## src/rtl/pipelined_cla_adder_if.sv

```systemverilog
// Operand/result handshake bundle for pipelined_cla_adder.
// out_ovf exists only when CLA_OVF_EN is defined.
interface pipelined_cla_adder_if #(
  parameter int WIDTH = 16
);
  logic             in_valid;
  logic             in_ready;
  logic [WIDTH-1:0] in_a;
  logic [WIDTH-1:0] in_b;
  logic             in_carry;
  logic             in_sub;
  logic             out_valid;
  logic             out_ready;
  logic [WIDTH-1:0] out_sum;
  logic             out_carry;
`ifdef CLA_OVF_EN
  logic             out_ovf;
`endif

  modport slave (
    input  in_valid, in_a, in_b, in_carry, in_sub, out_ready,
    output in_ready, out_valid, out_sum, out_carry
`ifdef CLA_OVF_EN
    , output out_ovf
`endif
  );

  modport master (
    output in_valid, in_a, in_b, in_carry, in_sub, out_ready,
    input  in_ready, out_valid, out_sum, out_carry
`ifdef CLA_OVF_EN
    , input out_ovf
`endif
  );
endinterface

```

## src/rtl/pipelined_cla_adder.sv

```systemverilog
// Pipelined carry-lookahead adder/subtractor, STAGES slices of 4-bit lookahead groups.
// Optional signed-overflow output enabled by defining CLA_OVF_EN.
module pipelined_cla_adder #(
  parameter int WIDTH  = 16,
  parameter int STAGES = 2
) (
  input logic                  clk,
  input logic                  rst_n,
  pipelined_cla_adder_if.slave bus
);
  localparam int NG  = WIDTH / 4;
  localparam int GPS = NG / STAGES;

  // Per-stage state: remaining operand bits, completed sum bits, slice carry-out, valid.
  logic [WIDTH-1:0] st_a [STAGES];
  logic [WIDTH-1:0] st_b [STAGES];
  logic [WIDTH-1:0] st_s [STAGES];
  logic             st_c [STAGES];
  logic             st_v [STAGES];
  logic [WIDTH-1:0] nx_a [STAGES];
  logic [WIDTH-1:0] nx_b [STAGES];
  logic [WIDTH-1:0] nx_s [STAGES];
  logic             nx_c [STAGES];
  logic             adv;
`ifdef CLA_OVF_EN
  logic             st_m;
  logic             nx_m;
`endif

  function automatic logic [4:0] cla4(input logic [3:0] a, input logic [3:0] b, input logic ci);
    logic [3:0] p;
    logic [3:0] g;
    logic [4:0] c;
    p    = a ^ b;
    g    = a & b;
    c[0] = ci;
    c[1] = g[0] | (p[0] & ci);
    c[2] = g[1] | (p[1] & g[0]) | (p[1] & p[0] & ci);
    c[3] = g[2] | (p[2] & g[1]) | (p[2] & p[1] & g[0]) | (p[2] & p[1] & p[0] & ci);
    c[4] = g[3] | (p[3] & g[2]) | (p[3] & p[2] & g[1]) | (p[3] & p[2] & p[1] & g[0])
         | (p[3] & p[2] & p[1] & p[0] & ci);
    return {c[4], p ^ c[3:0]};
  endfunction

  assign adv = bus.out_ready | ~st_v[STAGES-1];

  always_comb begin
    logic [WIDTH-1:0] sa;
    logic [WIDTH-1:0] sb;
    logic [WIDTH-1:0] ss;
    logic             sc;
    logic [4:0]       r;
    int               pk;
    int               g;
    sa = '0;
    sb = '0;
    ss = '0;
    sc = 1'b0;
    r  = '0;
    pk = 0;
    g  = 0;
    for (int k = 0; k < STAGES; k++) begin
      pk = (k > 0) ? k - 1 : 0;
      if (k == 0) begin
        sa = bus.in_a;
        sb = bus.in_sub ? ~bus.in_b : bus.in_b;
        ss = '0;
        sc = bus.in_sub | bus.in_carry;
      end else begin
        sa = st_a[pk];
        sb = st_b[pk];
        ss = st_s[pk];
        sc = st_c[pk];
      end
      for (int j = 0; j < GPS; j++) begin
        g            = (k * GPS + j) * 4;
        r            = cla4(sa[g +: 4], sb[g +: 4], sc);
        ss[g +: 4]   = r[3:0];
        sc           = r[4];
      end
      nx_a[k] = sa;
      nx_b[k] = sb;
      nx_s[k] = ss;
      nx_c[k] = sc;
    end
`ifdef CLA_OVF_EN
    // Carry into the MSB recovered from its sum bit and propagate term.
    nx_m = ss[WIDTH-1] ^ sa[WIDTH-1] ^ sb[WIDTH-1];
`endif
  end

  always_ff @(posedge clk or negedge rst_n) begin
    if (!rst_n) begin
      for (int k = 0; k < STAGES; k++) begin
        st_a[k] <= '0;
        st_b[k] <= '0;
        st_s[k] <= '0;
        st_c[k] <= 1'b0;
        st_v[k] <= 1'b0;
      end
`ifdef CLA_OVF_EN
      st_m <= 1'b0;
`endif
    end else if (adv) begin
      st_v[0] <= bus.in_valid;
      for (int k = 1; k < STAGES; k++) st_v[k] <= st_v[k-1];
      for (int k = 0; k < STAGES; k++) begin
        st_a[k] <= nx_a[k];
        st_b[k] <= nx_b[k];
        st_s[k] <= nx_s[k];
        st_c[k] <= nx_c[k];
      end
`ifdef CLA_OVF_EN
      st_m <= nx_m;
`endif
    end
  end

  assign bus.in_ready  = adv;
  assign bus.out_valid = st_v[STAGES-1];
  assign bus.out_sum   = st_s[STAGES-1];
  assign bus.out_carry = st_c[STAGES-1];
`ifdef CLA_OVF_EN
  assign bus.out_ovf   = st_m ^ st_c[STAGES-1];
`endif
endmodule

```

## src/flat_wrapper.sv

```systemverilog
// flat-port wrapper written by rule: the top's interface ports become plain ports
module pipelined_cla_adder_flat 
#(
  parameter int WIDTH  = 16,
  parameter int STAGES = 2
)
  (clk, rst_n, bus_in_valid, bus_in_a, bus_in_b, bus_in_carry, bus_in_sub, bus_out_ready, bus_in_ready, bus_out_valid, bus_out_sum, bus_out_carry);
  pipelined_cla_adder_if #(.WIDTH(WIDTH)) bus_i ();
  input logic clk;
  input logic rst_n;
  input wire logic [$bits(bus_i.in_valid)-1:0] bus_in_valid;
  input wire logic [$bits(bus_i.in_a)-1:0] bus_in_a;
  input wire logic [$bits(bus_i.in_b)-1:0] bus_in_b;
  input wire logic [$bits(bus_i.in_carry)-1:0] bus_in_carry;
  input wire logic [$bits(bus_i.in_sub)-1:0] bus_in_sub;
  input wire logic [$bits(bus_i.out_ready)-1:0] bus_out_ready;
  output wire logic [$bits(bus_i.in_ready)-1:0] bus_in_ready;
  output wire logic [$bits(bus_i.out_valid)-1:0] bus_out_valid;
  output wire logic [$bits(bus_i.out_sum)-1:0] bus_out_sum;
  output wire logic [$bits(bus_i.out_carry)-1:0] bus_out_carry;
  assign bus_i.in_valid = bus_in_valid;
  assign bus_i.in_a = bus_in_a;
  assign bus_i.in_b = bus_in_b;
  assign bus_i.in_carry = bus_in_carry;
  assign bus_i.in_sub = bus_in_sub;
  assign bus_i.out_ready = bus_out_ready;
  assign bus_in_ready = bus_i.in_ready;
  assign bus_out_valid = bus_i.out_valid;
  assign bus_out_sum = bus_i.out_sum;
  assign bus_out_carry = bus_i.out_carry;
  pipelined_cla_adder #(.WIDTH(WIDTH), .STAGES(STAGES)) u_core (.clk(clk), .rst_n(rst_n), .bus(bus_i));
endmodule
```

## config.mk

```make
export PLATFORM = sky130hd
export DESIGN_NAME = pipelined_cla_adder_flat
export DESIGN_NICKNAME = d
export VERILOG_FILES = /design/src/rtl/pipelined_cla_adder_if.sv /design/src/rtl/pipelined_cla_adder.sv /design/src/flat_wrapper.sv
export SDC_FILE = /design/constraint.sdc
export NUM_CORES = 1
export LEC_CHECK = 0
export ABC_AREA = 1
export BUFFER_PORTS_ARGS = -buffer_cell sky130_fd_sc_hd__buf_2
export CORE_MARGIN = 2
export CORE_UTILIZATION = 40
export CTS_CLUSTER_SIZE = 25
export DETAILED_ROUTE_END_ITERATION = 8
export GPL_TIMING_DRIVEN = 0
export PLACE_DENSITY = 0.65
export SYNTH_ARGS = -nofsm -noshare
export SYNTH_HDL_FRONTEND = slang
export SYNTH_SLANG_ARGS = --single-unit
```

## constraint.sdc

```tcl
create_clock -name clk -period 2.3 [get_ports clk]
set_clock_uncertainty 0.1 [all_clocks]
set_input_delay 0.69 -clock clk [delete_from_list [all_inputs] [get_ports clk]]
set_output_delay 0.69 -clock clk [all_outputs]
set_load 0.005 [all_outputs]
```

Word-level counts from Yosys, hierarchy flattened

Index checks and enable logic that the tools add are counted.
Widths: inputs -> output; s select.

$add $sub $neg: 0
Multiply operators: 0
Div/mod/pow operators: 0
Magnitude comparators: 0
Equal/unequal tests: 0
Shift-type cells: 0
Mux-type cells: 1
Bitwise operators: 120
Reductions and logical operators: 0

Operators with widths:

| cell        | number |
|---|---|
| $and 1x1->1 | 64 |
| $or 1x1->1  | 42 |
| $xor 4x4->4 | 8 |
| $and 4x4->4 | 4 |
| $mux 16     | 1 |
| $not 16->16 | 1 |
| $not 1->1   | 1 |

Flip-flop bits (word level): 60
Latch bits: 0
Bits in writable memories: 0
Bits in read-only memories: 0
Input port bits: 38
Output and inout bits: 19
Word-level logic and storage cells: 129
Memories: 0

Longest topological paths before layout

Word-level depth: 11
Mapped depth: 13
Mapped depth without buffers: 11

Worst setup path before layout

Ideal clock, no wire load.

Path type: input -> register
Start point: input bus_in_sub
End point: register u_core.st_s, in the netlist u_core.nx_s[5]
Library setup time: 0.083 ns
Arrival time: 2.429 ns
Required time: 2.117 ns
Slack: -0.311 ns
Stages on the path: 12
Buffers on the path: 2
Path through: buf_6 > buf_6 > xor2_1 > ha_1 > nand2_1 > nand2_1 > nor2_2 > nand2_4 > nand2_2 > fa_1 > xor2_1 > o21ai_0

Cells in the longest elaborated chain, start to end: 10
Elaborated cells on any way between the ends: 20
Classes of those cells: 1 x mux; 19 x bitwise

RTL lines:

| element                                         | RTL line                                             | RTL |
|---|---|---|
| start: declaration                              | flat_wrapper.sv:15                                   | `input wire logic [$bits(bus_i.in_sub)-1:0] bus_in_sub;` |
| $mux 16                                         | pipelined_cla_adder.sv:66                            | `sb = bus.in_sub ? ~bus.in_b : bus.in_b;` |
| $xor 4x4->4 or $and 4x4->4 (tied branches)      | pipelined_cla_adder.sv:34, pipelined_cla_adder.sv:35 |  |
| $and 1x1->1 (on tied branches)                  | pipelined_cla_adder.sv:40, pipelined_cla_adder.sv:41 |  |
| $or 1x1->1 (tied with other cells) (2 in a row) | pipelined_cla_adder.sv:40                            | `c[4] = g[3] \| (p[3] & g[2]) \| (p[3] & p[2] & g[1]) \| (p[3] & p[2] & p[1] & g[0])` |
| $or 1x1->1 or $and 1x1->1 (tied branches)       | pipelined_cla_adder.sv:40, pipelined_cla_adder.sv:41 |  |
| $or 1x1->1                                      | pipelined_cla_adder.sv:41                            | `\| (p[3] & p[2] & p[1] & p[0] & ci);` |
| $and 1x1->1                                     | pipelined_cla_adder.sv:37                            | `c[1] = g[0] \| (p[0] & ci);` |
| $or 1x1->1                                      | pipelined_cla_adder.sv:37                            |  |
| $xor 4x4->4 *                                   | pipelined_cla_adder.sv:42                            | `return {c[4], p ^ c[3:0]};` |
| end signal: indexed assignment                  | pipelined_cla_adder.sv:110                           | `st_s[k] <= nx_s[k];` |
| end: declaration                                | pipelined_cla_adder.sv:17                            | `logic [WIDTH-1:0] st_s [STAGES];` |

Mark *: on every way between the ends. The rest lies on a longest branch, timed or not.
A chain may end at the register's enable or synchronous reset.

Final worst setup path

Start point: input bus_in_sub
End point: register u_core.st_s, in the netlist u_core.nx_s[4]

Cells in the longest elaborated chain, start to end: 8
Elaborated cells on any way between the ends: 17
Classes of those cells: 1 x mux; 16 x bitwise

RTL lines:

| element                                         | RTL line |
|---|---|
| $mux 16                                         | pipelined_cla_adder.sv:66 |
| $xor 4x4->4 or $and 4x4->4 (tied branches)      | pipelined_cla_adder.sv:34, pipelined_cla_adder.sv:35 |
| $and 1x1->1 (on tied branches)                  | pipelined_cla_adder.sv:40, pipelined_cla_adder.sv:41 |
| $or 1x1->1 (tied with other cells) (2 in a row) | pipelined_cla_adder.sv:40 |
| $or 1x1->1 or $and 1x1->1 (tied branches)       | pipelined_cla_adder.sv:40, pipelined_cla_adder.sv:41 |
| $or 1x1->1                                      | pipelined_cla_adder.sv:41 |
| $xor 4x4->4 *                                   | pipelined_cla_adder.sv:42 |

Marks and branches as above.

==> results.json <==
{
  "final_area_mm2": 0.00299,
  "rrSetupSlack_ps": 260,
  "dpl-instance-area_mm2": 0.00284,
  "avgSynthCellArea_um2": 8.70,
  "clockBufferDepth": 2,
  "drive_above_1_share": 0.254,
  "setup-tns-final_ps": 0,
  "yosys.area.top_type": "dfrtp_1",
  "antenna_found_initial": 0,
  "ir_worst_vdd_mv": 0.330,
  "min_period_ps": 2210,
  "postLayoutSetupSlackWorst_ps": 91.0,
  "antenna_cells": 0,
  "gp_congestion": 0.820,
  "crit_path_max_fanout": 17,
  "setup_viol_count_final": 0,
  "grt_pass1_wl_um": 9220,
  "ys_types": 24,
  "preCtsSetupSlack_ps": -438,
  "slew_headroom": 0.344,
  "syn2layout_area_growth_pct": 22.0,
  "syn_area_mm2": 0.00245,
  "start_util": 0.414,
  "io_pins": 57,
  "wl_per_cell_um": 13.0,
  "worstHoldPathType": "reg2reg",
  "end_kind": "flop",
  "drt_iter0_drc": 35,
  "die_h_um": 82.3,
  "leakagePower_nw": 1.60,
  "drtAntennaViolNets": 0,
  "ys_warn_count": 0,
  "dp_cells": 412,
  "fin_nets": 404,
  "cts_tree": "built",
  "ctsRootBufferMaster": "clkbuf_8",
  "cts_buffers": 5,
  "outcome": "complete, no violations",
  "slew_viol_final": 0,
  "clkLatencyLatePin_ps": 300,
  "fmax_mhz": 453,
  "period_share": 0.960,
  "nFillCells": 589,
  "crit_arrival_ps": 2290,
  "ctsHoldBuffers": 0,
  "grt-ovfl-total": 0,
  "dr.pass1.iters": 4,
  "drc_errors": 0,
  "synthCells": 282,
  "post-dp-hpwl_um": 4050,
  "rsz0062_at_grt": "false",
  "synth-seq-cells": 44,
  "worst-setup-path-type": "in2reg",
  "floorplan.rows": 28,
  "die_w_um": 82.3,
  "drt-total-wl_um": 5490,
  "synth.top_cells.by_area": "dfrtp_1 45%, nand2_1 15%, ha_1 8.2%",
  "cellPowerDensity_mw_per_mm2": 881,
  "ys_seq_area_frac": 0.449,
  "crit_path_start_kind": "primary input",
  "hold_violations": 0,
  "cts.sinks": 44,
  "grt_pass1_vias": 2031,
  "clk_pin_slew_ps": 90,
  "portBuffers": 55,
  "vias_per_cell": 4.76,
  "grt_max_degree": 45,
  "synth_top_cell_area_share": 0.449,
  "htree_levels": 2,
  "instances_no_fill": 421,
  "num_vias": 2002,
  "design.die.area_mm2": 0.00678,
  "critPathRequiredTime_ps": 2380,
  "max_slew.worst_pin.slew_ps": 984,
  "core_mm2": 0.00592,
  "syn_nets": 340,
  "fin_util": 0.506,
  "max_cap_viol_count": 0,
  "track_usage": 0.181
}
## registers in the layout, indices dropped and copies added (netlist names)
| signal | flops |
|---|---|
| u_core.nx_a | 8 |
| u_core.nx_s | 8 |
| u_core.bus.out_sum | 16 |
| u_core.st_v | 1 |
| u_core.st_c | 1 |
| u_core.bus.out_valid | 1 |
| u_core.nx_b | 8 |
| u_core.bus.out_carry | 1 |
## per-stage QoR
| stage | power (mW) | hold WS, ps |
|---|---|---|
| 3_3_place_gp | 1.91 | 334 |
| 6_report | 2.64 | 365 |
| 5_1_grt | 2.84 | 395 |
| 2_1_floorplan | 1.63 | 294 |
| 3_5_place_dp | 1.95 | 336 |
| 4_1_cts | 2.67 | 364 |
## cells in the mapped netlist
master and n:
nand2_1 99, dfrtp_1 44, inv_1 23, ha_1 16, o21ai_0 15, xnor2_1 12, nand3_1 10, nor2_1 10
xor2_1 9, a21oi_1 7, o21ai_1 7, buf_2 5, clkbuf_1 4, fa_1 4, nand2_2 3, a21o_1 2
buf_6 2, nand2_4 2, nand3_4 2, nor2_2 2, a21oi_2 1, inv_4 1, nand3b_1 1, o21ai_2 1
## report_power, final
group          leakage [nW]  internal, mW  switching (mW)
clock                0.0642         0.428           0.270
combinational          1.01         0.376           0.464
sequential            0.526         0.982           0.119
total                  1.60          1.79           0.852
## worst paths after layout
path / cells after the start / from / endpoint
worst min-delay path: 2 / u_core.st_v[1]$_DFFE_PN0P_ / u_core.bus.out_valid$_DFFE_PN0P_
worst min register to register: 2 / u_core.st_v[1]$_DFFE_PN0P_ / u_core.bus.out_valid$_DFFE_PN0P_
worst max-delay path: 9 / bus_in_sub / u_core.nx_s[4]$_DFFE_PN0P_
min in group asynchronous: 1 / rst_n / u_core.nx_a[9]$_DFFE_PN0P_
worst max register to register: 8 / u_core.nx_b[9]$_DFFE_PN0P_ / u_core.bus.out_sum[13]$_DFFE_PN0P_
max in group asynchronous: 1 / rst_n / u_core.nx_a[14]$_DFFE_PN0P_
## metal layers
metal / vias to the layer above / global-route usage / routed length [um]
met5: - / 0 / 0
met3: 8 / 0.0261 / 248
met4: 0 / 0.0633 / 76
li1: 1002 / - / -
met2: 51 / 0.310 / 2690
met1: 941 / 0.233 / 2480
## layout by cell type (no fill, tap or decap), types with 2 or more instances in the layout
master	count
nand2_1	98
buf_2	60
dfrtp_1	44
inv_1	23
ha_1	16
o21ai_0	14
xnor2_1	12
nor2_1	10
xor2_1	9
nand3_1	9
a21oi_1	7
o21ai_1	7
clkbuf_8	5
buf_4	4
nand2_4	3
nand2_2	3
clkbuf_1	3
fa_1	3
nor2_2	2
nand3_4	2
a21o_1	2
o21ai_2	2
bufinv_16	2
## cell type report
cell class	count	area, um^2	area share
multi-input cells	203	1220	0.406
flip-flops and latches	44	1100	0.368
repair buffers	59	305	0.102
well taps	75	93.8	0.0313
inverters	24	92.6	0.0309
clock buffers	5	68.8	0.0230
clock inverters	2	60.1	0.0201
plain buffers	9	56.3	0.0188
## repair_timing
action	4_1_cts	5_1_grt
pin swaps	7	2
hold endpoints to repair	0	0
gates resized for setup	3	1
endpoints found under the setup margin	2	3
buffers inserted	4	0
## critical path, stage by stage
cell     delay, ps
buf_12         140
xor2_1         160
ha_1           300
buf_4          130
nand3_4         80
nand2_4         90
nand2_4         60
fa_2           570
o21ai_2         60
## cells by family after synthesis
kind of cell / count (synthesis) / share of synthesized area
and+or+nand+nor: 129 / 0.226
DFF: 44 / 0.449
buffers and inverters: 35 / 0.0632
AOI/OAI and AO/OA: 33 / 0.0724
xor gates and xnor gates: 21 / 0.0750
adders and majority gates: 20 / 0.114
Power figures use the tool's default switching activity.
